<file path="config.mk">
export PLATFORM = sky130hd
export DESIGN_NAME = cordic_vectoring_flat
export DESIGN_NICKNAME = d
export VERILOG_FILES = /design/src/rtl/cordic_pkg.sv /design/src/rtl/cordic_vectoring_if.sv /design/src/rtl/cordic_gain_comp.sv /design/src/rtl/cordic_vectoring.sv /design/src/flat_wrapper.sv
export SDC_FILE = /design/constraint.sdc
export NUM_CORES = 1
export LEC_CHECK = 0
export CAP_MARGIN = 25
export CORE_ASPECT_RATIO = 0.8
export CORE_MARGIN = 2
export CORE_UTILIZATION = 25
export DETAILED_ROUTE_END_ITERATION = 10
export PLACE_DENSITY = 0.45
export SYNTH_ARGS = -nofsm -noshare
export SYNTH_HDL_FRONTEND = slang
export SYNTH_SLANG_ARGS = --single-unit
</file>
<file path="constraint.sdc">
create_clock -name clock -period 5.56 [get_ports clock]
set_input_delay 0.556 -clock clock [delete_from_list [all_inputs] [get_ports clock]]
set_output_delay 0.556 -clock clock [all_outputs]
set_load 0.05 [all_outputs]
</file>
<file path="src/rtl/cordic_pkg.sv">
// cordic_pkg: constants and types shared by the rotation and vectoring CORDIC blocks.
package cordic_pkg;
    typedef logic signed [15:0] angle_t;
    typedef enum logic [1:0] {IDLE, ROTATE, COMP, DONE} state_t;
    localparam logic [15:0] INV_GAIN = 16'h4DBA;
    localparam logic [15:0] ARC_TAN [15] = '{
        16'h2000, 16'h12E4, 16'h09FB, 16'h0511, 16'h028B, 16'h0145, 16'h00A2, 16'h0051,
        16'h0028, 16'h0014, 16'h000A, 16'h0005, 16'h0002, 16'h0001, 16'h0000
    };
endpackage

</file>
<file path="src/rtl/cordic_vectoring_if.sv">
// cordic_vectoring_if: valid/ready vector input and magnitude/angle result channel.
interface cordic_vectoring_if;
    import cordic_pkg::*;
    logic               in_valid, in_ready, out_valid, out_ready;
    logic signed [15:0] x_in, y_in;
    logic        [17:0] magnitude;
    angle_t             angle;
    modport master (output in_valid, x_in, y_in, out_ready,
                    input  in_ready, out_valid, magnitude, angle);
    modport slave  (input  in_valid, x_in, y_in, out_ready,
                    output in_ready, out_valid, magnitude, angle);
endinterface

</file>
<file path="src/rtl/cordic_gain_comp.sv">
// cordic_gain_comp: scales the raw CORDIC x by 1/K (Q1.15) with round-to-nearest.
module cordic_gain_comp
    import cordic_pkg::*;
(
    input  logic signed [17:0] x_i,
    output logic signed [17:0] mag_o
);
    assign mag_o = 18'((x_i * $signed({1'b0, INV_GAIN}) + 35'sd16384) >>> 15);
endmodule

</file>
<file path="src/rtl/cordic_vectoring.sv">
// cordic_vectoring: iterative vectoring-mode CORDIC returning magnitude and atan2 phase.
// Define CORDIC_GAIN_COMP_EN to add a COMP state that removes the CORDIC gain.
module cordic_vectoring
    import cordic_pkg::*;
#(
    parameter int ITERATIONS = 15
) (
    input logic               clock,
    input logic               reset,
    cordic_vectoring_if.slave bus
);
    state_t             state_q, state_d;
    logic signed [17:0] x_q, x_d, y_q, y_d, sx, sy, xe, ye;
    angle_t             z_q, z_d;
    logic        [3:0]  i_q, i_d;
    logic               zero_q, zero_d, neg;

`ifdef CORDIC_GAIN_COMP_EN
    logic signed [17:0] comp_x;
    cordic_gain_comp u_comp (.x_i(x_q), .mag_o(comp_x));
    localparam state_t LAST = COMP;
`else
    localparam state_t LAST = DONE;
`endif

    assign xe  = {{2{bus.x_in[15]}}, bus.x_in};
    assign ye  = {{2{bus.y_in[15]}}, bus.y_in};
    assign neg = bus.x_in[15];
    assign sx  = x_q >>> i_q;
    assign sy  = y_q >>> i_q;

    assign bus.in_ready  = state_q == IDLE;
    assign bus.out_valid = state_q == DONE;
    assign bus.magnitude = zero_q ? '0 : x_q;
    assign bus.angle     = zero_q ? '0 : z_q;

    always_ff @(posedge clock) begin
        if (!reset) begin
            state_q <= IDLE;
            x_q     <= '0;
            y_q     <= '0;
            z_q     <= '0;
            i_q     <= '0;
            zero_q  <= 1'b0;
        end else begin
            state_q <= state_d;
            x_q     <= x_d;
            y_q     <= y_d;
            z_q     <= z_d;
            i_q     <= i_d;
            zero_q  <= zero_d;
        end
    end

    always_comb begin
        state_d = state_q;
        x_d     = x_q;
        y_d     = y_q;
        z_d     = z_q;
        i_d     = i_q;
        zero_d  = zero_q;
        case (state_q)
            IDLE: if (bus.in_valid) begin
                // Left half-plane is pre-rotated by 180 deg so iterations converge.
                x_d     = neg ? -xe : xe;
                y_d     = neg ? -ye : ye;
                z_d     = neg ? angle_t'(16'h8000) : '0;
                i_d     = '0;
                zero_d  = bus.x_in == '0 && bus.y_in == '0;
                state_d = ROTATE;
            end
            ROTATE: begin
                x_d = y_q[17] ? x_q - sy : x_q + sy;
                y_d = y_q[17] ? y_q + sx : y_q - sx;
                z_d = y_q[17] ? z_q - ARC_TAN[i_q] : z_q + ARC_TAN[i_q];
                i_d = i_q + 4'd1;
                if (i_q == 4'(ITERATIONS - 1)) state_d = LAST;
            end
`ifdef CORDIC_GAIN_COMP_EN
            COMP: begin
                x_d     = comp_x;
                state_d = DONE;
            end
`endif
            DONE: if (bus.out_ready) state_d = IDLE;
            default: state_d = IDLE;
        endcase
    end
endmodule

</file>
<file path="src/flat_wrapper.sv">
// flat-port wrapper written by rule: the top's interface ports become plain ports
module cordic_vectoring_flat import cordic_pkg::*;
#(
    parameter int ITERATIONS = 15
)
  (clock, reset, bus_in_valid, bus_x_in, bus_y_in, bus_out_ready, bus_in_ready, bus_out_valid, bus_magnitude, bus_angle);
  cordic_vectoring_if bus_i ();
  input logic clock;
  input logic reset;
  input wire logic [$bits(bus_i.in_valid)-1:0] bus_in_valid;
  input wire logic [$bits(bus_i.x_in)-1:0] bus_x_in;
  input wire logic [$bits(bus_i.y_in)-1:0] bus_y_in;
  input wire logic [$bits(bus_i.out_ready)-1:0] bus_out_ready;
  output wire logic [$bits(bus_i.in_ready)-1:0] bus_in_ready;
  output wire logic [$bits(bus_i.out_valid)-1:0] bus_out_valid;
  output wire logic [$bits(bus_i.magnitude)-1:0] bus_magnitude;
  output wire logic [$bits(bus_i.angle)-1:0] bus_angle;
  assign bus_i.in_valid = bus_in_valid;
  assign bus_i.x_in = bus_x_in;
  assign bus_i.y_in = bus_y_in;
  assign bus_i.out_ready = bus_out_ready;
  assign bus_in_ready = bus_i.in_ready;
  assign bus_out_valid = bus_i.out_valid;
  assign bus_magnitude = bus_i.magnitude;
  assign bus_angle = bus_i.angle;
  cordic_vectoring #(.ITERATIONS(ITERATIONS)) u_core (.clock(clock), .reset(reset), .bus(bus_i));
endmodule
</file>
After elaboration in Yosys (flattened, before gate mapping):

Memory sizes are Yosys's and may differ from the RTL's.
Cells that the tools add are included.

* register bits: 59
* bits in latches: 0
* RAM bits: 0
* memory bits (read-only): 256
* input bits: 36
* output and inout port bits: 36
* memories kept: 1

* $add $sub $neg: 9
* $mul: 0
* div/mod/pow operators: 0
* magnitude comparators: 1
* equal/unequal tests: 6
* shifts and indexed selects: 2
* muxes and demuxes: 22
* bitwise operators: 1
* reduce and logical (&&, ||, !) cells: 8

Memories
* (name not given): words 16, bits a word 16, read ports 1, clocked after Yosys merged registers in 0, wr ports 0, RTL line cordic_vectoring.sv:75 `z_d = y_q[17] ? z_q - ARC_TAN[i_q] : z_q + ARC_TAN[i_q];`

Operators with widths (count)
* 18-bit 2-to-1 mux: 7
* 16-bit 2-to-1 mux: 6
* 18-bit one-hot mux with 2 select lines: 2
* 18-bit adder: 2
* 16-bit negator with 18-bit output: 2
* 18-bit by 4-bit >>> shifter with 18-bit output: 2
* 18-bit subtractor: 2
* 16-bit zero test: 2
* 16-bit one-hot mux with 2 select lines: 1
* 16-bit adder: 1
* 16-bit subtractor: 1
* 4-bit one-hot mux with 2 select lines: 1
* 2-bit 2-to-1 mux: 3
* 2-bit one-hot mux with 3 select lines: 1
* 5-bit >= comparator (second input constant): 1
* 4-bit NOT with 5-bit output: 1
* 4-bit by 1-bit adder with 4-bit output (second input constant): 1
* 4-bit == test (second input constant): 1
* 4-bit 2-to-1 mux: 1
* 2-bit != test (second input constant): 2
* 2-bit AND reduction: 2
* 3-bit AND reduction: 1
* 2-bit by 1-bit == test with 1-bit output (second input constant): 1
* 2-bit == test (second input constant): 1
* other kinds (4): 4

Longest topological paths before layout:

Gate-level depths: netlist (run 1).

* depth after elaboration: 7
* depth in mapped cells: 22
* gate-level depth less buffers: 20

Worst setup path after synthesis (run 1):

Ideal clock, no wire load.

* path type: reg2reg
* start point: register u_core.i_q[0]
* end point: register u_core.x_q[16]
* library setup time: 0.130 ns
* arrival time: 4.455 ns
* required time: 5.430 ns
* setup slack: 0.975 ns
* stages on the path, launching flop included: 20
* buffers on the path: 4
* cells stage by stage: dfxtp_1 buf_6 buf_8 buf_6 buf_2 mux4_2 mux2i_1 inv_1 ha_1 mux2i_1 fa_1 a21o_1 a21o_1 a2111oi_0 o31ai_1 o41ai_1 o2111ai_1 a21oi_1 xor2_1 o21ai_0

* cells in the longest elaborated chain, start to end: 4

RTL lines
* start: declaration: RTL line cordic_vectoring.sv:15 `logic [3:0] i_q, i_d;`
* start signal: assignment: RTL line cordic_vectoring.sv:50 `i_q <= i_d;`
* 18-bit by 4-bit >>> shifter with 18-bit output *: RTL line cordic_vectoring.sv:30 `assign sy = y_q >>> i_q;`
* 18-bit adder / 18-bit subtractor (equally long branches): RTL line cordic_vectoring.sv:73 `x_d = y_q[17] ? x_q - sy : x_q + sy;`
* 18-bit 2-to-1 mux *: RTL line cordic_vectoring.sv:73
* 18-bit one-hot mux with 2 select lines *: RTL line cordic_vectoring.sv:62 `case (state_q)`
* end signal: assignment: RTL line cordic_vectoring.sv:40 `x_q <= '0;`
* end signal: assignment: RTL line cordic_vectoring.sv:47 `x_q <= x_d;`
* end: declaration: RTL line cordic_vectoring.sv:13 `logic signed [17:0] x_q, x_d, y_q, y_d, sx, sy, xe, ye;`

Every way passes the cells marked *; elsewhere a longest branch is shown, timed or not.
A chain may end at the register's enable or synchronous reset.

Worst setup path after layout (run 1):

* start point: register u_core.i_q[0]
* end point: register u_core.y_q[17]

* cells in the longest elaborated chain, start to end: 4

RTL lines
* 18-bit by 4-bit >>> shifter with 18-bit output *: RTL line cordic_vectoring.sv:29 `assign sx = x_q >>> i_q;`
* 18-bit subtractor / 18-bit adder (equally long branches): RTL line cordic_vectoring.sv:74 `y_d = y_q[17] ? y_q + sx : y_q - sx;`
* 18-bit 2-to-1 mux *: RTL line cordic_vectoring.sv:74
* 18-bit one-hot mux with 2 select lines *: RTL line cordic_vectoring.sv:62
* end signal: assignment: RTL line cordic_vectoring.sv:48 `y_q <= y_d;`
* end: declaration: RTL line cordic_vectoring.sv:13

Marks and branches as above.

==> flow_summary.html, run 1 <==
<table>
<tr><th>Metric</th><th>Value</th></tr>
<tr><th colspan="2">STA</th></tr>
<tr><td>Final number of hold-violating endpoints</td><td>0</td></tr>
<tr><td>Worst slew pin tran</td><td>about 0.75 ns</td></tr>
<tr><td>Peak Freq</td><td>just under 200 MHz</td></tr>
<tr><td>Final clock skew</td><td>0.00788 ns</td></tr>
<tr><td>Normalized max-slew margin</td><td>0.498</td></tr>
<tr><td>Final worst-path setup slack</td><td>0.481 ns</td></tr>
<tr><td>Fin crit share</td><td>0.913</td></tr>
<tr><td>Time the worst path needs with I/O delays and setup</td><td>5.08 ns</td></tr>
<tr><td>Worst hold slack after final layout</td><td>around 0.47 ns</td></tr>
<tr><td>Setup violators final</td><td>0</td></tr>
<tr><td>Number of max-slew violations in the final report</td><td>0</td></tr>
<tr><td>Setup repair after global routing missed its margin</td><td>no</td></tr>
<tr><td>Sum Neg Setup Slack</td><td>0 ns</td></tr>
<tr><th colspan="2">Power</th></tr>
<tr><td>Ratio of total power to cell area</td><td>395 nW/um2</td></tr>
<tr><td>Worst IR drop on VDD</td><td>0.000162 V</td></tr>
<tr><td>Switching component of the power</td><td>1.94 mW</td></tr>
<tr><td>Leakage dissipation</td><td>3.93 nW</td></tr>
<tr><td>Switching power share of the total</td><td>0.489</td></tr>
<tr><td>Combinational share of power</td><td>0.695</td></tr>
<tr><td>Internal power consumption</td><td>2.02 mW</td></tr>
<tr><td>Register share of total power</td><td>0.161</td></tr>
<tr><td>Total power draw</td><td>3.96 mW</td></tr>
<tr><td>Clock power frac</td><td>0.145</td></tr>
<tr><th colspan="2">Final layout</th></tr>
<tr><td>Post-Layout Inst Area</td><td>10000 um2</td></tr>
<tr><td>Total area of sequential cells</td><td>between 1000 and 1500 um2</td></tr>
<tr><td>Count of filler cells inserted in the layout</td><td>3617</td></tr>
<tr><td>Area taken by multi-input logic gates</td><td>between 6000 and 7000 um2</td></tr>
<tr><td>Number of nets in the finished design</td><td>around 1200</td></tr>
<tr><td>Ant diodes</td><td>0</td></tr>
<tr><td>Relative area change from synthesis to final layout</td><td>16.6%</td></tr>
<tr><td>Layout cell share with drive strength beyond 1</td><td>0.0915</td></tr>
<tr><th colspan="2">Place</th></tr>
<tr><td>Total placed instance area</td><td>9740 um2</td></tr>
<tr><td>Post-Place Setup Slack</td><td>about 0.35 ns</td></tr>
<tr><td>Count of buffers inserted at the top-level ports</td><td>71</td></tr>
<tr><td>Routability congestion estimate from global placement</td><td>0.877</td></tr>
<tr><td>Half-perimeter wire length after detailed placement</td><td>about 23 mm</td></tr>
<tr><th colspan="2">Floorplan</th></tr>
<tr><td>Height of the die</td><td>between 150 and 200 um</td></tr>
<tr><td>Initial core utilization</td><td>0.255</td></tr>
<tr><td>Std cell rows</td><td>60</td></tr>
<tr><td>Placeable core region</td><td>33800 um2</td></tr>
<tr><td>Total Die Area</td><td>35900 um2</td></tr>
<tr><td>Top-level port count</td><td>72</td></tr>
<tr><td>Die outline width</td><td>211 um</td></tr>
<tr><th colspan="2">Worst setup path</th></tr>
<tr><td>Kind of capture point of the worst setup path</td><td>register</td></tr>
<tr><td>Worst path arrival time</td><td>between 5 and 6 ns</td></tr>
<tr><td>Worst Path Max Fanout</td><td>34</td></tr>
<tr><td>Critical path's largest stage delay</td><td>approximately 0.53 ns</td></tr>
<tr><td>WS Path Type</td><td>register to register</td></tr>
<tr><td>Reg-to-reg setup timing slack</td><td>0.48 ns</td></tr>
<tr><td>Length in cells of the worst reg-to-reg path</td><td>18</td></tr>
<tr><td>Worst-path cell with the longest stage delay</td><td>dfxtp_4</td></tr>
<tr><td>Endpoint of the worst register-to-register path</td><td>u_core.y_q[17]</td></tr>
<tr><td>Most Frequent Cell on Critical Path</td><td>a21o_1</td></tr>
<tr><td>Cells along the critical path</td><td>buf_12, clkinv_1, mux2_2, mux4_2, and3b_1, and2_1, a21oi_1, xnor2_1, ha_1, a21o_1, a21o_1, or3_1, o21ai_0, o211ai_1, a21o_1, a21oi_1, xnor3_1, o22ai_1</td></tr>
<tr><td>Data required, critical path</td><td>5.83 ns</td></tr>
<tr><td>Critical register-to-register path startpoint</td><td>u_core.i_q[0]</td></tr>
<tr><td>Startpoint kind of the worst setup timing path</td><td>register</td></tr>
<tr><th colspan="2">Synth</th></tr>
<tr><td>Top flip-flop cell by instance count after synthesis</td><td>dfxtp_1</td></tr>
<tr><td>Post-synthesis share of cell area spent on full adders, half adders and majority gates</td><td>0.0928</td></tr>
<tr><td>Avg Inst Size Synth</td><td>7.80 um2</td></tr>
<tr><td>Synth cell types</td><td>86</td></tr>
<tr><td>Parity-gate share of the synthesized area counting xor and xnor cells</td><td>0.101</td></tr>
<tr><td>Synth Instances</td><td>~1100</td></tr>
<tr><td>Combinational family with the most area after synthesis</td><td>compound AO/OA/AOI/OAI gates</td></tr>
<tr><td>Portion of netlist area occupied by mux cells</td><td>0.152</td></tr>
<tr><td>Post-synthesis net count</td><td>roughly 1200</td></tr>
<tr><td>Post-synthesis compound-gate area fraction</td><td>0.251</td></tr>
<tr><td>Share of synthesized flip-flops with an asynchronous set or reset</td><td>0</td></tr>
<tr><td>Warning count from the yosys run</td><td>0</td></tr>
<tr><td>Synth Area in Simple Gates</td><td>0.205</td></tr>
<tr><td>Flops &amp; latches, synth</td><td>around 60</td></tr>
<tr><td>Number of enable-type register cells in the synthesized netlist</td><td>0</td></tr>
<tr><td>Portion of the post-synthesis area used by sequential elements</td><td>0.137</td></tr>
<tr><td>Netlist Area Pre-Place</td><td>8610 um2</td></tr>
<tr><th colspan="2">CTS</th></tr>
<tr><td>Clock Pin Slew Worst Setup and Hold Paths</td><td>0.06 ns</td></tr>
<tr><td>Maximum count of clock buffers along a single path</td><td>2</td></tr>
<tr><td>Clock latency of the later-clocked register in the worst-skew pair</td><td>0.36 ns</td></tr>
<tr><td>Number of hold buffers added after CTS</td><td>0</td></tr>
<tr><td>CTS root buf</td><td>clkbuf_16</td></tr>
<tr><td>Post-CTS Setup Repair Bufs</td><td>0</td></tr>
<tr><td>Clock tree from TritonCTS</td><td>done</td></tr>
<tr><td>Clk sink count</td><td>59</td></tr>
<tr><td>Number of H-tree levels</td><td>3</td></tr>
<tr><td>Number of CTS-inserted buffers</td><td>9</td></tr>
<tr><th colspan="2">Drt</th></tr>
<tr><td>Initial DRC count</td><td>504</td></tr>
<tr><td>Metal3 WL</td><td>approximately 2 mm</td></tr>
<tr><td>Detail-routed via count per cell</td><td>5.31</td></tr>
<tr><td>Count of unresolved DRC violations after routing</td><td>0</td></tr>
<tr><td>M1 WL</td><td>15.6 mm</td></tr>
<tr><td>Final wirelength</td><td>30.6 mm</td></tr>
<tr><td>Count of nets left with antenna violations after detail routing</td><td>0</td></tr>
<tr><td>Routed wl met2</td><td>12.5 mm</td></tr>
<tr><td>Average wire per cell in the routed design</td><td>19.3 um</td></tr>
<tr><td>First-pass detailed-route iteration total</td><td>5</td></tr>
<tr><td>Highest metal used</td><td>met4</td></tr>
<tr><td>Vias after detailed routing</td><td>roughly 8400</td></tr>
<tr><th colspan="2">Worst hold path</th></tr>
<tr><td>Number of cells traversed by the worst hold path</td><td>2</td></tr>
<tr><td>HP Class</td><td>register to register</td></tr>
<tr><td>Destination of the worst hold path</td><td>u_core.x_q[0]</td></tr>
<tr><td>Hold path start</td><td>u_core.x_q[0]</td></tr>
<tr><th colspan="2">Global routing</th></tr>
<tr><td>Initial antenna violation count</td><td>0</td></tr>
<tr><td>Maximum number of pins on one net before global-route repair</td><td>57</td></tr>
<tr><td>Total global routing track utilization</td><td>0.172</td></tr>
<tr><td>Number of global-route vias before repair</td><td>7851</td></tr>
<tr><td>Global-route wire length before repair</td><td>47.3 mm</td></tr>
<tr><td>Global route overflow</td><td>0</td></tr>
<tr><th colspan="2">Status</th></tr>
<tr><td>Status</td><td>completed</td></tr>
<tr><th colspan="2">Job</th></tr>
<tr><td>Max-cap violations</td><td>0</td></tr>
</table>
flip-flops by register name, summed over array words and instances (netlist names):
name	count
u_core.state_q	2
u_core.z_q	16
u_core.x_q	18
u_core.i_q	4
u_core.y_q	18
u_core.zero_q	1
cells by family (layout without fill, tap and decap cells):
kind of cell,count (synthesis),after routing
adders and majority gates,62,62
buffers and inverters,105,149
xor gates and xnor gates,98,98
and+or+nand+nor,360,360
DFF,59,59
muxes,92,92
AOI/OAI and AO/OA,327,327
how the worst max path moves through the flow:
stage                   from        endpoint  slack (ns)  cells past startpoint
2_1_floorplan  u_core.i_q[0]  u_core.x_q[16]        0.97                     19
3_3_place_gp   u_core.i_q[0]  u_core.x_q[17]        0.42                     18
3_5_place_dp   u_core.i_q[0]  u_core.x_q[17]        0.35                     18
4_1_cts        u_core.i_q[0]  u_core.x_q[17]        0.32                     18
5_1_grt        u_core.i_q[0]  u_core.y_q[17]        0.15                     18
6_report       u_core.i_q[0]  u_core.y_q[17]        0.48                     18
power groups by stage:
stage               Clock (mW)  Sequential (mW)  Combinational [mW]
global route             0.608            0.650                3.03
CTS                      0.590            0.635                2.74
global placement             0            0.643                2.73
floorplan                    0            0.577                2.10
detailed placement           0            0.644                2.71
finish                   0.573            0.637                2.75
final cells by class:
type	count	area share
Clock buffer	15	0.0287
Clock inverter	1	0.000499
Inverter	35	0.0131
Multi-Input combinational cell	939	0.690
Sequential cell	59	0.118
Tap cell	434	0.0541
Timing Repair Buffer	98	0.0948
repair_timing:
| item | CTS | global route |
|---|---|---|
| setup endpoints to repair | 0 | 2 |
| resized for setup | 0 | 2 |
| endpoints found under the hold margin | 0 | 0 |
layer usage:
layer  global-route usage  vias up
met2                0.252      261
met4               0.0392        0
met1                0.251     3982
li1                     -     4123
met5                    0        -
met3               0.0408       28
stage by stage:
step,instances,util
final,1581,0.297
after global routing,1581,0.297
after CTS,1581,0.297
after detailed placement,1565,0.288
after global placement,1565,0.288
after floorplan,1103,-
cells in the mapped netlist, types with 8 or more instances:
cell / n / area (um2)
a211oi_1: 14 / 105
a21o_1: 28 / 210
a21oi_1: 80 / 400
a22oi_1: 13 / 97.6
a31oi_1: 16 / 100
and2_1: 10 / 62.6
and3_1: 8 / 50.1
buf_2: 8 / 40.0
buf_6: 9 / 101
clkbuf_1: 40 / 150
dfxtp_1: 59 / 1180
ha_1: 59 / 738
inv_1: 31 / 116
mux2_2: 8 / 90.1
mux2i_1: 54 / 541
mux4_2: 26 / 586
nand2_1: 90 / 338
nand2b_1: 16 / 100
nand3_1: 15 / 75.1
nor2_1: 106 / 398
nor2b_1: 49 / 307
nor3_1: 20 / 100
o211ai_1: 13 / 97.6
o21a_1: 8 / 60.1
o21ai_0: 70 / 350
o22ai_1: 8 / 50.1
o31ai_1: 11 / 82.6
or3_1: 9 / 56.3
xnor2_1: 54 / 473
xor2_1: 43 / 377
worst max-delay path: cells and delay by family, from the launching register on:
kind                     cells  cell delay [ns]
adder cells (fa/ha/maj)      1             0.35
XOR/XNOR                     2             0.40
AO/OA/AOI/OAI                8             1.52
AND/OR/NAND/NOR              3             0.70
flip-flops                   1             0.53
multiplexers                 2             0.90
buffers and inverters        2             0.57
placed cells by master (no fill, tap or decap), drive strengths merged, types with 10 or more instances in the layout:
cell and count:
mux2i 54, nor2b 49, xnor2 54, o211ai 13
dfxtp 59, a31oi 16, a211oi 15, o31ai 11
mux4 29, clkbuf 15, clkdlybuf4s50 71, a22oi 13
ha 59, nand2b 16, nand3 15, buf 27
nor3 23, nand2 91, and2 10, nor2 107
inv 31, o21ai 72, a21o 28, xor2 43
a21oi 80
No activity file was read; power rests on OpenSTA's default activity.
==> run 2, diff against run 1 <==
Settings changed: CORE_MARGIN 2 to 8, GPL_TIMING_DRIVEN set to 0.
==> flow_summary.html, run 2 (synthesis gave the netlist of run 1 again) <==
<table>
<tr><th>Metric</th><th>Value</th></tr>
<tr><th colspan="2">Drt</th></tr>
<tr><td>Highest metal used</td><td>met4 (unchanged)</td></tr>
<tr><td>Routed wl met2</td><td>15.5 mm (was 12.5 mm)</td></tr>
<tr><td>Final wirelength</td><td>38.3 mm (was 30.6 mm)</td></tr>
<tr><td>Detail-routed via count per cell</td><td>5.48 (was 5.31)</td></tr>
<tr><td>First-pass detailed-route iteration total</td><td>5 (unchanged)</td></tr>
<tr><td>Count of unresolved DRC violations after routing</td><td>0 (unchanged)</td></tr>
<tr><td>Average wire per cell in the routed design</td><td>23.5 um (was 19.3 um)</td></tr>
<tr><td>Vias after detailed routing</td><td>8918 (was 8394)</td></tr>
<tr><td>Initial DRC count</td><td>692 (was 504)</td></tr>
<tr><td>Metal3 WL</td><td>3.41 mm (was 2.01 mm)</td></tr>
<tr><td>Count of nets left with antenna violations after detail routing</td><td>0 (unchanged)</td></tr>
<tr><td>M1 WL</td><td>18.5 mm (was 15.6 mm)</td></tr>
<tr><th colspan="2">Global routing</th></tr>
<tr><td>Global-route wire length before repair</td><td>57.1 mm (was 47.3 mm)</td></tr>
<tr><td>Maximum number of pins on one net before global-route repair</td><td>11 (was 57)</td></tr>
<tr><td>Initial antenna violation count</td><td>1 (was 0)</td></tr>
<tr><td>Total global routing track utilization</td><td>0.185 (was 0.172)</td></tr>
<tr><td>Number of global-route vias before repair</td><td>8663 (was 7851)</td></tr>
<tr><td>Global route overflow</td><td>0 (unchanged)</td></tr>
<tr><th colspan="2">Status</th></tr>
<tr><td>Status</td><td>completed (unchanged)</td></tr>
<tr><th colspan="2">STA</th></tr>
<tr><td>Worst slew pin tran</td><td>1.05 ns (was 0.747 ns)</td></tr>
<tr><td>Peak Freq</td><td>191 MHz (was 197 MHz)</td></tr>
<tr><td>Time the worst path needs with I/O delays and setup</td><td>5.24 ns (was 5.08 ns)</td></tr>
<tr><td>Setup violators final</td><td>0 (unchanged)</td></tr>
<tr><td>Normalized max-slew margin</td><td>0.297 (was 0.498)</td></tr>
<tr><td>Number of max-slew violations in the final report</td><td>0 (unchanged)</td></tr>
<tr><td>Final clock skew</td><td>0.0108 ns (was 0.00788 ns)</td></tr>
<tr><td>Final worst-path setup slack</td><td>0.321 ns (was 0.481 ns)</td></tr>
<tr><td>Final number of hold-violating endpoints</td><td>0 (unchanged)</td></tr>
<tr><td>Fin crit share</td><td>0.942 (was 0.913)</td></tr>
<tr><th colspan="2">Final layout</th></tr>
<tr><td>Highest-count cells in the layout ignoring fill and taps</td><td>106 x nor2_1, 90 x nand2_1, 79 x a21oi_1, 70 x clkdlybuf4s50_1, 69 x o21ai_0 (was 105 x nor2_1, 90 x nand2_1, 80 x a21oi_1, 71 x clkdlybuf4s50_1, 70 x o21ai_0)</td></tr>
<tr><td>Most common cell after layout, fill and taps aside</td><td>nor2_1 (unchanged)</td></tr>
<tr><td>Relative area change from synthesis to final layout</td><td>19.6% (was 16.6%)</td></tr>
<tr><td>Count of filler cells inserted in the layout</td><td>3646 (was 3617)</td></tr>
<tr><td>Number of nets in the finished design</td><td>1285 (was 1240)</td></tr>
<tr><td>Number of standard cells in the layout, taps in and fillers out</td><td>1626 (was 1581)</td></tr>
<tr><td>Top Registers</td><td>u_core.x_q x18, u_core.y_q x18, u_core.z_q x16 (unchanged)</td></tr>
<tr><td>Layout cell share with drive strength beyond 1</td><td>0.0932 (was 0.0915)</td></tr>
<tr><td>Total area of sequential cells</td><td>1180 um2 (was 1190 um2)</td></tr>
<tr><td>Area taken by multi-input logic gates</td><td>6980 um2 (was 6930 um2)</td></tr>
<tr><th colspan="2">Worst setup path</th></tr>
<tr><td>Critical register-to-register path startpoint</td><td>u_core.i_q[2] (was u_core.i_q[0])</td></tr>
<tr><td>Startpoint of the most critical setup path</td><td>u_core.i_q[2] (was u_core.i_q[0])</td></tr>
<tr><td>Critical path's largest stage delay</td><td>0.49 ns (was 0.53 ns)</td></tr>
<tr><td>Worst path arrival time</td><td>5.49 ns (was 5.35 ns)</td></tr>
<tr><td>Length in cells of the worst reg-to-reg path</td><td>19 (was 18)</td></tr>
<tr><td>Startpoint kind of the worst setup timing path</td><td>register (unchanged)</td></tr>
<tr><td>Most Frequent Cell on Critical Path</td><td>o21ai_0 (was a21o_1)</td></tr>
<tr><td>Endpoint of the worst register-to-register path</td><td>u_core.x_q[17] (was u_core.y_q[17])</td></tr>
<tr><td>Kind of capture point of the worst setup path</td><td>register (unchanged)</td></tr>
<tr><td>WS Path Type</td><td>register to register (unchanged)</td></tr>
<tr><td>Worst-path cell with the longest stage delay</td><td>o21ai_0 (was dfxtp_4)</td></tr>
<tr><td>Cells along the critical path</td><td>buf_2, buf_6, buf_6, clkinv_1, o21ai_0, o21a_1, o211a_1, nand3_1, o31a_1, o21ai_0, o21ai_0, ha_1, or3_1, o21ai_1, o2111ai_1, a221oi_2, xnor2_1, o22ai_1, a22o_1 (was buf_12, clkinv_1, mux2_2, mux4_2, and3b_1, and2_1, a21oi_1, xnor2_1, ha_1, a21o_1, a21o_1, or3_1, o21ai_0, o211ai_1, a21o_1, a21oi_1, xnor3_1, o22ai_1)</td></tr>
<tr><td>Reg-to-reg setup timing slack</td><td>0.32 ns (was 0.48 ns)</td></tr>
<tr><td>Data required, critical path</td><td>5.81 ns (was 5.83 ns)</td></tr>
<tr><td>Worst Path Max Fanout</td><td>10 (was 34)</td></tr>
<tr><td>Worst setup path endpoint</td><td>u_core.x_q[17] (was u_core.y_q[17])</td></tr>
<tr><th colspan="2">CTS</th></tr>
<tr><td>Clk sink count</td><td>59 (unchanged)</td></tr>
<tr><td>Number of hold buffers added after CTS</td><td>0 (unchanged)</td></tr>
<tr><td>Clock latency of the later-clocked register in the worst-skew pair</td><td>0.36 ns (about the same)</td></tr>
<tr><td>Clock Pin Slew Worst Setup and Hold Paths</td><td>0.06 ns (about the same)</td></tr>
<tr><td>Clock tree from TritonCTS</td><td>done (unchanged)</td></tr>
<tr><td>Number of H-tree levels</td><td>3 (unchanged)</td></tr>
<tr><td>Number of CTS-inserted buffers</td><td>9 (unchanged)</td></tr>
<tr><td>Maximum count of clock buffers along a single path</td><td>2 (unchanged)</td></tr>
<tr><td>CTS root buf</td><td>clkbuf_16 (unchanged)</td></tr>
<tr><th colspan="2">Power</th></tr>
<tr><td>Ratio of total power to cell area</td><td>405 nW/um2 (was 395 nW/um2)</td></tr>
<tr><td>Worst IR drop on VDD</td><td>0.000139 V (was 0.000162 V)</td></tr>
<tr><td>Leakage dissipation</td><td>4.02 nW (was 3.93 nW)</td></tr>
<tr><td>Total power draw</td><td>4.17 mW (was 3.96 mW)</td></tr>
<tr><th colspan="2">Job</th></tr>
<tr><td>Max-cap violations</td><td>0 (unchanged)</td></tr>
<tr><th colspan="2">Worst hold path</th></tr>
<tr><td>HP Class</td><td>register to register (unchanged)</td></tr>
<tr><td>Number of cells traversed by the worst hold path</td><td>2 (unchanged)</td></tr>
<tr><th colspan="2">Floorplan</th></tr>
<tr><td>Initial core utilization</td><td>0.255 (unchanged)</td></tr>
<tr><td>Std cell rows</td><td>60 (unchanged)</td></tr>
<tr><td>Total Die Area</td><td>40700 um2 (was 35900 um2)</td></tr>
<tr><td>Top-level port count</td><td>72 (unchanged)</td></tr>
<tr><td>Die outline width</td><td>223 um (was 211 um)</td></tr>
<tr><td>Height of the die</td><td>182 um (was 170 um)</td></tr>
<tr><td>Placeable core region</td><td>33800 um2 (unchanged)</td></tr>
<tr><th colspan="2">Place</th></tr>
<tr><td>Placed cell count</td><td>1608 (was 1565)</td></tr>
<tr><td>Routability congestion estimate from global placement</td><td>0.943 (was 0.877)</td></tr>
<tr><td>Half-perimeter wire length after detailed placement</td><td>29.8 mm (was 23.3 mm)</td></tr>
<tr><td>Post-Place Setup Slack</td><td>-0.340 ns (was 0.347 ns)</td></tr>
<tr><td>Count of buffers inserted at the top-level ports</td><td>70 (was 71)</td></tr>
</table>
[run 2: cell type report]
cell class | instances | area share
clock buffer | 14 | 0.0276
buffer | 70 | 0.0382
timing repair buffer | 73 | 0.0713
clock inverter | 1 | 0.00292
tap | 434 | 0.0528
multi-input combinational | 939 | 0.679
inverter | 35 | 0.0131
antenna | 1 | 0.000243
sequential | 59 | 0.115
[run 2: metrics by stage]
| step | hold slack, ns | setup TNS (ns) | utilization | cell area, um2 |
|---|---|---|---|---|
| after global placement | 0.465 | -1.01 | 0.292 | 9850 |
| after global routing | 0.510 | -0.00183 | 0.304 | 10300 |
| final | 0.483 | 0 | 0.305 | 10300 |
| after detailed placement | 0.470 | -0.905 | 0.292 | 9860 |
| after CTS | 0.478 | 0 | 0.302 | 10200 |
| after floorplan | 0.444 | 0 | - | 8610 |
[run 2: what timing repair did]
item                       4_1_cts  5_1_grt
gates resized for setup          4       16
setup buffers                    0        1
pin swaps                        0        3
setup endpoints to repair        4        5
cloned                           0        0
[run 2: worst max-delay path: cells and delay by family, from the launching register on]
kind	cells	cell delay, ns
adder cells (fa/ha/maj)	1	0.29
AO/OA/AOI/OAI	11	2.67
buffers and inverters	4	1.01
AND/OR/NAND/NOR	2	0.65
flip-flops	1	0.31
XOR/XNOR	1	0.20
[run 2: power by group]
part | total (mW) | switching [mW] | internal, mW
combinational | 2.91 | 1.71 | 1.20
clock | 0.618 | 0.224 | 0.394
sequential | 0.640 | 0.139 | 0.501
[run 2: how the worst min path moves through the flow]
stage / startpoint / slack (ns) / to
detailed placement: u_core.x_q[0] / 0.47 / u_core.x_q[0]
finish: u_core.x_q[0] / 0.48 / u_core.x_q[0]
global route: u_core.z_q[0] / 0.51 / u_core.z_q[0]
CTS: u_core.x_q[0] / 0.48 / u_core.x_q[0]
floorplan: u_core.x_q[0] / 0.44 / u_core.x_q[0]
global placement: u_core.x_q[0] / 0.46 / u_core.x_q[0]
[run 2: layer usage]
layer,track usage,up-vias
met4,0.0445,0
met5,0,-
met2,0.268,381
li1,-,4217
met1,0.262,4276
met3,0.0544,44
==> run 3, diff against run 2 <==
Settings changed: RECOVER_POWER set to 100, SKIP_LAST_GASP set to 1, SLEW_MARGIN set to 20.
==> flow_summary.html, run 3 (synthesis gave the netlist of run 1 again) <==
<table>
<tr><th>Metric</th><th>Value</th></tr>
<tr><th colspan="2">Final layout</th></tr>
<tr><td>Layout cell share with drive strength beyond 1</td><td>0.0924 (was 0.0932)</td></tr>
<tr><td>Ant diodes</td><td>0 (was 1)</td></tr>
<tr><td>Top Registers</td><td>u_core.x_q x18, u_core.y_q x18, u_core.z_q x16 (unchanged)</td></tr>
<tr><td>Number of standard cells in the layout, taps in and fillers out</td><td>1625 (was 1626)</td></tr>
<tr><td>Count of filler cells inserted in the layout</td><td>3650 (was 3646)</td></tr>
<tr><td>Most common cell after layout, fill and taps aside</td><td>nor2_1 (unchanged)</td></tr>
<tr><td>Final standard cell utilization of the core</td><td>0.304 (was 0.305)</td></tr>
<tr><td>Number of nets in the finished design</td><td>1285 (unchanged)</td></tr>
<tr><td>Post-Layout Inst Area</td><td>10300 um2 (about the same)</td></tr>
<tr><td>Relative area change from synthesis to final layout</td><td>19.5% (was 19.6%)</td></tr>
<tr><td>Highest-count cells in the layout ignoring fill and taps</td><td>106 x nor2_1, 90 x nand2_1, 79 x a21oi_1, 69 x o21ai_0, 59 x ha_1 (was 106 x nor2_1, 90 x nand2_1, 79 x a21oi_1, 70 x clkdlybuf4s50_1, 69 x o21ai_0)</td></tr>
<tr><th colspan="2">CTS</th></tr>
<tr><td>Clock Pin Slew Worst Setup and Hold Paths</td><td>0.06 ns (about the same)</td></tr>
<tr><td>Number of hold buffers added after CTS</td><td>0 (unchanged)</td></tr>
<tr><td>Number of H-tree levels</td><td>3 (unchanged)</td></tr>
<tr><td>Clock tree from TritonCTS</td><td>done (unchanged)</td></tr>
<tr><td>Number of CTS-inserted buffers</td><td>9 (unchanged)</td></tr>
<tr><td>Maximum count of clock buffers along a single path</td><td>2 (unchanged)</td></tr>
<tr><td>Clock latency of the later-clocked register in the worst-skew pair</td><td>0.36 ns (about the same)</td></tr>
<tr><td>CTS root buf</td><td>clkbuf_16 (unchanged)</td></tr>
<tr><td>Clk sink count</td><td>59 (unchanged)</td></tr>
<tr><th colspan="2">Place</th></tr>
<tr><td>Count of buffers inserted at the top-level ports</td><td>70 (unchanged)</td></tr>
<tr><td>Half-perimeter wire length after detailed placement</td><td>29.8 mm (unchanged)</td></tr>
<tr><td>Total placed instance area</td><td>9860 um2 (unchanged)</td></tr>
<tr><td>Routability congestion estimate from global placement</td><td>0.943 (unchanged)</td></tr>
<tr><td>Placed cell count</td><td>1608 (unchanged)</td></tr>
<tr><th colspan="2">STA</th></tr>
<tr><td>Peak Freq</td><td>191 MHz (about the same)</td></tr>
<tr><td>Worst slew pin tran</td><td>1.03 ns (was 1.05 ns)</td></tr>
<tr><td>Time the worst path needs with I/O delays and setup</td><td>5.25 ns (was 5.24 ns)</td></tr>
<tr><td>Final clock skew</td><td>0.0121 ns (was 0.0108 ns)</td></tr>
<tr><td>Normalized max-slew margin</td><td>0.309 (was 0.297)</td></tr>
<tr><td>Setup violators final</td><td>0 (unchanged)</td></tr>
<tr><td>Final number of hold-violating endpoints</td><td>0 (unchanged)</td></tr>
<tr><td>Number of max-slew violations in the final report</td><td>0 (unchanged)</td></tr>
<tr><td>Fin crit share</td><td>0.944 (was 0.942)</td></tr>
<tr><th colspan="2">Floorplan</th></tr>
<tr><td>Total Die Area</td><td>40700 um2 (unchanged)</td></tr>
<tr><td>Die outline width</td><td>223 um (unchanged)</td></tr>
<tr><td>Placeable core region</td><td>33800 um2 (unchanged)</td></tr>
<tr><td>Std cell rows</td><td>60 (unchanged)</td></tr>
<tr><td>Top-level port count</td><td>72 (unchanged)</td></tr>
<tr><td>Initial core utilization</td><td>0.255 (unchanged)</td></tr>
<tr><td>Height of the die</td><td>182 um (unchanged)</td></tr>
<tr><th colspan="2">Worst setup path</th></tr>
<tr><td>Worst path arrival time</td><td>5.50 ns (was 5.49 ns)</td></tr>
<tr><td>Kind of cell adding the most delay to the critical path</td><td>compound AO/OA/AOI/OAI gates (unchanged)</td></tr>
<tr><td>Critical path's largest stage delay</td><td>0.53 ns (was 0.49 ns)</td></tr>
<tr><td>Bufs and invs on worst path</td><td>5 (was 4)</td></tr>
<tr><td>Data required, critical path</td><td>5.81 ns (about the same)</td></tr>
<tr><td>WS Path Type</td><td>register to register (unchanged)</td></tr>
<tr><td>Kind of capture point of the worst setup path</td><td>register (unchanged)</td></tr>
<tr><td>Startpoint kind of the worst setup timing path</td><td>register (unchanged)</td></tr>
<tr><td>Cells along the critical path</td><td>buf_2, buf_6, buf_6, buf_2, clkbuf_1, a21oi_1, a21boi_0, a31oi_1, xor2_1, ha_1, o21a_1, o221ai_1, a21oi_1, o21ai_1, o2111ai_1, a221oi_2, xnor2_1, o22ai_1, a22o_1 (was buf_2, buf_6, buf_6, clkinv_1, o21ai_0, o21a_1, o211a_1, nand3_1, o31a_1, o21ai_0, o21ai_0, ha_1, or3_1, o21ai_1, o2111ai_1, a221oi_2, xnor2_1, o22ai_1, a22o_1)</td></tr>
<tr><td>Worst Path Max Fanout</td><td>10 (unchanged)</td></tr>
<tr><td>Worst-path cell with the longest stage delay</td><td>clkbuf_1 (was o21ai_0)</td></tr>
<tr><th colspan="2">Global routing</th></tr>
<tr><td>Total global routing track utilization</td><td>0.185 (unchanged)</td></tr>
<tr><td>Number of global-route vias before repair</td><td>8663 (unchanged)</td></tr>
<tr><td>Global-route wire length before repair</td><td>57.1 mm (unchanged)</td></tr>
<tr><td>Initial antenna violation count</td><td>1 (unchanged)</td></tr>
<tr><td>Maximum number of pins on one net before global-route repair</td><td>11 (unchanged)</td></tr>
<tr><td>Global route overflow</td><td>0 (unchanged)</td></tr>
<tr><th colspan="2">Drt</th></tr>
<tr><td>Count of unresolved DRC violations after routing</td><td>0 (unchanged)</td></tr>
<tr><td>Detail-routed via count per cell</td><td>5.51 (was 5.48)</td></tr>
<tr><td>First-pass detailed-route iteration total</td><td>7 (was 5)</td></tr>
<tr><td>Final wirelength</td><td>38.3 mm (about the same)</td></tr>
<tr><td>Count of nets left with antenna violations after detail routing</td><td>0 (unchanged)</td></tr>
<tr><td>Vias after detailed routing</td><td>8956 (was 8918)</td></tr>
<tr><td>Initial DRC count</td><td>738 (was 692)</td></tr>
<tr><td>Average wire per cell in the routed design</td><td>23.6 um (was 23.5 um)</td></tr>
<tr><th colspan="2">Job</th></tr>
<tr><td>Max-cap violations</td><td>0 (unchanged)</td></tr>
<tr><th colspan="2">Power</th></tr>
<tr><td>Ratio of total power to cell area</td><td>403 nW/um2 (was 405 nW/um2)</td></tr>
<tr><td>Worst IR drop on VDD</td><td>0.000141 V (was 0.000139 V)</td></tr>
<tr><td>Total power draw</td><td>4.15 mW (was 4.17 mW)</td></tr>
<tr><td>Leakage dissipation</td><td>4.11 nW (was 4.02 nW)</td></tr>
<tr><th colspan="2">Status</th></tr>
<tr><td>Status</td><td>completed (unchanged)</td></tr>
<tr><th colspan="2">Worst hold path</th></tr>
<tr><td>HP Class</td><td>register to register (unchanged)</td></tr>
</table>
run 3: changes by cell type in the layout (fill, tap and decap cells not counted), sizes merged:
cell,delta
buf,-2
dlygate4sd3,+39
clkdlybuf4s50,-39
clkbuf,+2
diode,-1
run 3: worst paths after layout:
kind,depth (start not counted),slack [ns],from,end
worst min register to register,2,0.48,u_core.x_q[0],u_core.x_q[0]
worst max-delay path,19,0.31,u_core.i_q[2],u_core.x_q[17]
worst min-delay path,2,0.48,u_core.x_q[0],u_core.x_q[0]
worst max register to register,19,0.31,u_core.i_q[2],u_core.x_q[17]
run 3: timing repair:
item,CTS,global route
pin swaps,0,3
buffers inserted,0,1
gates cloned,0,0
resized for setup,4,16
setup endpoints to repair,4,5
run 3: stage by stage:
stage / setup TNS [ns] / hold slack [ns] / worst slack, ns
floorplan: 0 / 0.444 / 0.975
global placement: -1.01 / 0.465 / -0.403
finish: 0 / 0.482 / 0.314
CTS: 0 / 0.478 / 0.0394
global route: -0.00183 / 0.510 / -0.00183
detailed placement: -0.905 / 0.470 / -0.340
run 3: tightest hold or removal path: stages, from the launching register on:
cell	delay, ns
dfxtp_1	0.32
nand2_1	0.06
a21oi_1	0.05
run 3: layer usage:
layer  vias up  GRT usage  part of all wire
li1       4210          -                 -
met1      4310      0.262              0.49
met2       391      0.268              0.40
met3        45     0.0544             0.084
met4         0     0.0445             0.021
met5         -          0                 0
run 3: area by class of cell:
| class | count | area, um2 | area share |
|---|---|---|---|
| tap | 434 | 543 | 0.0528 |
| timing repair buffer | 73 | 729 | 0.0709 |
| inverter | 35 | 135 | 0.0131 |
| clock inverter | 1 | 30.0 | 0.00292 |
| buffer | 70 | 393 | 0.0382 |
| clock buffer | 14 | 284 | 0.0276 |
| sequential | 59 | 1180 | 0.115 |
| multi-input combinational | 939 | 6980 | 0.679 |
run 3: report_power, final:
part	leakage (nW)	total, mW	switching [mW]	internal, mW
clock	0.155	0.618	0.224	0.394
sequential	0.487	0.641	0.141	0.501
combinational	3.47	2.89	1.71	1.18
total	4.11	4.15	2.07	2.08
